`src/rtl/midi_msg_tx.sv`:
```
// midi_msg_tx: MIDI message serializer (8N1 UART) with running-status suppression
module midi_msg_tx #(
    parameter int CLOCK_FREQ     = 50000000,
    parameter int BAUD_RATE      = 31250,
    parameter int RUNNING_STATUS = 1
) (
    input  logic       clk,
    input  logic       reset,
    input  logic       msg_valid,
    output logic       msg_ready,
    input  logic [7:0] msg_status,
    input  logic [7:0] msg_data1,
    input  logic [7:0] msg_data2,
    input  logic [1:0] msg_length,
    output logic       tx,
    output logic       busy,
    output logic       msg_error
);
    localparam int CLKS_PER_BIT = CLOCK_FREQ / BAUD_RATE;
    localparam int CW = CLKS_PER_BIT > 1 ? $clog2(CLKS_PER_BIT) : 1;
    localparam logic [CW-1:0] LAST_CNT = CW'(CLKS_PER_BIT - 1);
    localparam logic [1:0] IDLE = 2'd0, START = 2'd1, DATA = 2'd2, STOP = 2'd3;

    logic [1:0]    state;
    logic [CW-1:0] bit_cnt;
    logic [2:0]    bit_idx;
    logic [1:0]    byte_idx;
    logic [1:0]    byte_num;
    logic [7:0]    byte0, byte1, byte2;
    logic [7:0]    last_status;
    logic          last_valid;
    logic          accept, bad, chan, skip, bit_end;
    logic [7:0]    cur_byte, data1_m, data2_m;

    assign accept   = msg_valid && msg_ready;
    assign bad      = !msg_status[7] || msg_length == 2'd0;
    // with bit 7 set, anything below 0xF0 is a channel message
    assign chan     = msg_status[7:4] != 4'hF;
    assign skip     = RUNNING_STATUS != 0 && chan && last_valid && msg_status == last_status && msg_length > 2'd1;
    assign data1_m  = msg_data1 & 8'h7F;
    assign data2_m  = msg_data2 & 8'h7F;
    assign bit_end  = bit_cnt == LAST_CNT;
    assign cur_byte = byte_idx == 2'd2 ? byte2 : byte_idx == 2'd1 ? byte1 : byte0;
    // a rejected message holds ready low for the single cycle its error pulse is visible
    assign msg_ready = state == IDLE && !msg_error;
    assign busy      = state != IDLE;
    assign tx        = state == START ? 1'b0 : state == DATA ? cur_byte[bit_idx] : 1'b1;

    // frame sequencer: loads the byte list on accept, then walks start/data/stop per byte
    always_ff @(posedge clk or posedge reset) begin
        if (reset) begin
            state       <= IDLE;
            bit_cnt     <= '0;
            bit_idx     <= '0;
            byte_idx    <= '0;
            byte_num    <= '0;
            byte0       <= '0;
            byte1       <= '0;
            byte2       <= '0;
            last_status <= '0;
            last_valid  <= 1'b0;
            msg_error   <= 1'b0;
        end else begin
            msg_error <= accept && bad;
            bit_cnt   <= (state == IDLE || bit_end) ? '0 : bit_cnt + 1'b1;
            case (state)
                IDLE: if (accept && !bad) begin
                    state    <= START;
                    byte_idx <= '0;
                    bit_idx  <= '0;
                    byte0    <= skip ? data1_m : msg_status;
                    byte1    <= skip ? data2_m : data1_m;
                    byte2    <= data2_m;
                    byte_num <= skip ? msg_length - 2'd1 : msg_length;
                    if (chan) begin
                        last_status <= msg_status;
                        last_valid  <= 1'b1;
                    end else if (!msg_status[3]) begin
                        last_valid  <= 1'b0;
                    end
                end
                START: if (bit_end) state <= DATA;
                DATA: if (bit_end) begin
                    bit_idx <= bit_idx + 1'b1;
                    if (bit_idx == 3'd7) state <= STOP;
                end
                STOP: if (bit_end) begin
                    if (byte_idx + 2'd1 < byte_num) begin
                        byte_idx <= byte_idx + 2'd1;
                        state    <= START;
                    end else begin
                        byte_idx <= '0;
                        state    <= IDLE;
                    end
                end
                default: state <= IDLE;
            endcase
        end
    end
endmodule

```
`config.mk`:
```
export PLATFORM = sky130hd
export DESIGN_NAME = midi_msg_tx
export DESIGN_NICKNAME = d
export VERILOG_FILES = /design/src/rtl/midi_msg_tx.sv
export SDC_FILE = /design/constraint.sdc
export NUM_CORES = 1
export LEC_CHECK = 0
export ABC_AREA = 1
export BUFFER_PORTS_ARGS = -buffer_cell sky130_fd_sc_hd__buf_4
export CAP_MARGIN = 40
export CORE_MARGIN = 5
export CORE_UTILIZATION = 34
export DETAILED_ROUTE_END_ITERATION = 12
export PLACE_DENSITY = 0.62
export SLEW_MARGIN = 20
export SYNTH_ARGS = -nofsm -noshare
export SYNTH_HDL_FRONTEND = slang
export SYNTH_SLANG_ARGS = --single-unit
```
`constraint.sdc`:
```
create_clock -name clk -period 1.93 [get_ports clk]
set_clock_uncertainty 0.1 [all_clocks]
set_input_delay 0.0965 -clock clk [delete_from_list [all_inputs] [get_ports clk]]
set_output_delay 0.0965 -clock clk [all_outputs]
set_load 0.005 [all_outputs]
```
; ---- Yosys cells after proc, flatten, opt, wreduce, memory -nomap -nowiden
; Index checks and enable logic that the tools add are counted.
[totals]
ff_bits = 53
inputBits = 29
output_inout_bits = 4
word_cells = 82
[op_classes]
add_sub_neg = 4
magnitude_cmp = 3
eq_ne = 15
n_mux = 26
reduce_logical = 23
[op_table]
columns = op, count
row1 = 8-bit two-way mux, 3
row2 = 2-bit two-way mux, 9
row3 = 3-bit AND reduction, 4
row4 = 11-bit by 1-bit adder with 11-bit output (second input constant), 1
row5 = 11-bit == test (second input constant), 1
row6 = 11-bit two-way mux, 1
row7 = 8-bit == test, 1
row8 = 2-bit case mux with 4 select lines, 1
row9 = 1-bit logical AND, 7
row10 = 7-bit two-way mux, 1
row11 = 2-bit == test (second input constant), 3
row12 = 1-bit two-way mux, 6
row13 = 3-bit two-way mux, 2
row14 = 2-bit by 1-bit != test with 1-bit output (second input constant), 3
row15 = 2-bit != test (second input constant), 3
row16 = 3-bit case mux with 2 select lines, 1
row17 = 2-bit nonzero test, 3
row18 = 5-bit AND reduction, 1
row19 = 2-bit by 1-bit == test with 1-bit output (second input constant), 2
row20 = 2-bit zero test, 2
row21 = 3-bit by 4-bit < comparator with 1-bit output (second input constant), 1
row22 = 4-bit != test (second input constant), 1
row23 = 2-bit case mux with 2 select lines, 1
row24 = 3-bit by 1-bit adder with 3-bit output (second input constant), 1
row25 = 9 further kinds, 12

; ---- Longest topological paths before layout
[depth]
depth_word = 7
mapped_depth = 12

; ---- Least setup slack after synthesis
; Ideal clock, no wire load.
[synth_path]
path_type = register to register
start = register state[0]
end = register bit_idx[0]
setup_ns = 0.125
arrival_time_ns = 1.553
required_time_ns = 1.705
setup_slack_ns = 0.152
path_stages_with_launch = 12
synth_period_minus_slack_ns = 1.778
path_cell_list = dfrtp_1 > inv_1 > ha_1 > inv_2 > nor2_4 > nand2_2 > nor2_8 > inv_4 > o21ai_0 > nand2_1 > a21oi_1 > a21oi_1
[synth_between]
elab_chain_len = 6
[synth_lines]
columns = element, line
row1 = "start, declared", 24  ; logic [1:0] state;
row2 = "start signal, assigned", 52  ; state <= IDLE;
row3 = "start signal, assigned", 68  ; state <= START;
row4 = "start signal, assigned", 82  ; START: if (bit_end) state <= DATA;
row5 = 2-bit zero test, 45  ; assign msg_ready = state == IDLE && !msg_error;
row6 = 1-bit logical AND, 45
row7 = via msg_ready, 10  ; output logic msg_ready,
row8 = 1-bit logical AND, 35  ; assign accept = msg_valid && msg_ready;
row9 = 1-bit logical AND, 67  ; IDLE: if (accept && !bad) begin
row10 = 2-bit by 1-bit != test with 1-bit output (no source line), n/a
row11 = 3-bit AND reduction (no source line), n/a
row12 = "end signal, assigned", 84  ; bit_idx <= bit_idx + 1'b1;
row13 = "end, declared", 26  ; logic [2:0] bit_idx;
; The timed path passes the listed nets, and every way through them passes these cells.
; A chain may end at the register's enable or synchronous reset.

; ---- Worst setup path after layout
[layout_path]
start = register byte_idx[0]
end = output port tx
[layout_between]
elab_chain_len = 7
[layout_lines]
columns = element, line
row1 = "start, declared", 27  ; logic [1:0] byte_idx;
row2 = "start signal, assigned", 89  ; byte_idx <= byte_idx + 2'd1;
row3 = 2-bit by 1-bit == test with 1-bit output, 43  ; assign cur_byte = byte_idx == 2'd2 ? byte2 : byte_idx == 2'd1 ? byte1 : byte0;
row4 = 8-bit two-way mux, 43
row5 = 8-bit two-way mux *, 43
row6 = 1-bit binary-select mux with 3-bit select *, 47  ; assign tx = state == START ? 1'b0 : state == DATA ? cur_byte[bit_idx] : 1'b1;
row7 = 1-bit two-way mux (not written as such) *, 47
row8 = 1-bit two-way mux * (2 in a row), 47
row9 = "end, declared", 15  ; output logic tx,
; Every way passes the cells marked *; elsewhere a longest branch is shown, timed or not. The select of a mux whose other input is x is not followed.

==> reports/qor.txt <==
status = finished, violations left
failing checks = setup timing
Worst-Skew Late Latency = 0.31 ns
most numerous cell in the Yosys netlist = nand2_1
Yosys Warn Count = 0
Post-synth ARST share = 100%
CORE AREA = 8550 µm²
dpl cell area = 3330 µm²
Avg Cell Area, Syn = 7.36 µm²
cts bufs inserted = 5
Worst Hold Depth = 3
r2r endpoint = state[0]
CTS Buffer Depth = 2
count of final max-slew check failures = 0
PD cells = 1230 nW/µm²
Starting Density = 34.3%
FF-to-FF Start = byte_idx[0]
VDD IR max = 0.000403 V
slowest CP cell = dfrtp_1
Yosys top cell area share = 44.3%
Chip Height = 103 µm
top cell type by total area after synthesis = dfrtp_1
initial antenna violation count = 0
Hold Crit Start = msg_status[4]
Unique masters post-synth = 28
Synth top cells by count = nand2_1 (147), inv_1 (55), dfrtp_1 (52), nand3_1 (34), o21ai_0 (28)
I/O pin cnt = 33
Initial DRC Count = 101
Reg clk slew, reported paths = 0.10 ns
crit path launch = byte_idx[0]
Via density = 4.73
Clock Tree Root = clkbuf_8
post-layout min period = 1.98 ns
Register-to-Register Path Depth = 9
Main synth FF type = dfrtp_1
sequential share of the synthesized area = 44.3%
first-pass GRT wire length = 11700 µm
post-DP HPWL = 4740 µm
IO buf count = 30
total congestion overflow = 0
Mapped Area = 2940 µm²
WL per Instance = 12.0 µm
Setup crit end kind = primary output
n_diodes = 0
via count = 2696
die area = 10600 µm²
Non-Filler Cell Area, Final = 3870 µm²
CTS tree = done
Synth Instances = 399
Lkg Pwr = 1.97 nW
delay of the slowest critical-path stage = 0.44 ns
# fillers = 855
final worst setup slack = -0.0457 ns
worst-path cell chain = inv_2 > ha_4 > buf_6 > nand3_1 > nand2_1 > inv_1 > nand2_2 > nand3_2 > nand3_2 > nand2_1 > inv_2 > buf_6
Seq. cell area = 1300 µm²
H-tree levels = 2
max-cap viol count = 0
relative slew slack = 67.8%
Area contributors post-synth = dfrtp_1 (44%), nand2_1 (19%), inv_1 (7.0%)
crit share post-route = 102%
largest net degree at the start of global routing = 53
area of the multi-input gates = 1550 µm²
# DRC = 0
post-layout util = 45.3%
total negative slack = -0.0457 ns
worst slew pin tran = 0.477 ns
clk sinks = 52
worst hold path endpoint = last_status[4]
WL final = 6860 µm
Tot GR Track Use = 13.5%
Final GP Congestion = 0.845
antenna-violating nets left = 0
cell row count = 34
Fin. Hold Viols = 0
Max Clock Freq = 506 MHz
# setup viols final = 1
chip width = 103 µm
Post-synth EDFFs = 0
Hold Crit Class = in2reg
highest fanout seen on the critical path = 6
Power Total = 4.75 mW
number of global-route vias before repair = 2610
final net count = 503
CP Class = reg2out
drt first pass iters = 4
RSZ-0062 raised after global routing = true
net count after synthesis = 441
flop2flop setup slack = 0.13 ns
synthesized flop and latch total = 52
Worst Path Required = 1.73 ns
fraction of layout cells with a size suffix above 1 = 22.9%
hold slack = 0.00583 ns
WP data arrival = 1.78 ns
Area Overhead vs Synth = 32.0%
CP startpoint kind = flop
## cell type report
type                    count  area share (%)
clock buffers               6            1.87
clock inverters             2           0.420
inverters                  59            6.04
multi-input cells         279            39.9
flip-flops and latches     52            33.6
well taps                 108            3.49
repair buffers             64            14.7
## registers in the layout, summed over array words and instances (netlist names), 2 cells and up
register / count
bit_cnt: 11
bit_idx: 3
byte0: 8
byte1: 7
byte2: 7
byte_idx: 2
byte_num: 2
last_status: 8
state: 2
## power breakdown
part           total [mW]  switching, mW  internal [mW]
logic                2.31           1.30           1.01
clock network       0.630          0.371          0.259
registers            1.81          0.300           1.51
## critical path: cells and delay by family (launching register included)
| family | cells | cell delay [ns] |
|---|---|---|
| and+or+nand+nor | 6 | 0.42 |
| buffers and inverters | 5 | 0.44 |
| DFF | 1 | 0.44 |
| adders and majority gates | 1 | 0.18 |
## placed cells by master (no fill, tap or decap), types with 2 or more instances in the layout
master,n
buf_4,37
nand2_2,12
dfrtp_1,51
o21ai_0,26
nand3_2,16
inv_1,47
nor3_1,5
nor3b_1,2
o21ai_1,6
a21oi_1,9
a21oi_2,4
inv_2,9
nand2_1,135
xor2_1,3
ha_1,9
clkbuf_8,5
dlygate4sd3_1,21
nand3_1,18
nor2_4,2
ha_4,3
nor2_1,18
inv_4,2
buf_6,4
## through the flow
step | setup WS (ns) | cells
5_1_grt | -0.138 | 570
4_1_cts | -0.0103 | 566
3_5_place_dp | 0.0576 | 538
3_3_place_gp | 0.0912 | 538
2_1_floorplan | 0.152 | 399
6_report | -0.0457 | 570
## cells by family after synthesis
group	Yosys count	share of synthesized area, %
compound gates	49	8.65
xor+xnor	4	1.19
fa+ha+maj	13	5.54
buf+inv	68	9.63
flops	52	44.3
simple gates	213	30.7
## how the worst max path moves through the flow
stage                       to  cells past startpoint
floorplan           bit_idx[0]                     11
global placement      state[0]                      9
detailed placement    state[0]                      9
CTS                         tx                     12
global route                tx                     12
finish                      tx                     12
## timing repair
item | in CTS | in global routing
resized for setup | 34 | 29
pin swaps | 17 | 17
setup buffers | 1 | 2
endpoints found under the hold margin | 70 | 2
hold buffers | 19 | 2
endpoints found under the setup margin | 1 | 29
## layer usage
| metal | part of all wire [%] | vias up | global-route usage (%) |
|---|---|---|---|
| met2 | 52 | 38 | 24.5 |
| met1 | 45 | 1288 | 17.0 |
| met5 | 0 | - | 0 |
| met3 | 3.2 | 2 | 2.10 |
| li1 | - | 1368 | - |
| met4 | 0.51 | 0 | 3.09 |
No activity file was read; power rests on OpenSTA's default activity.
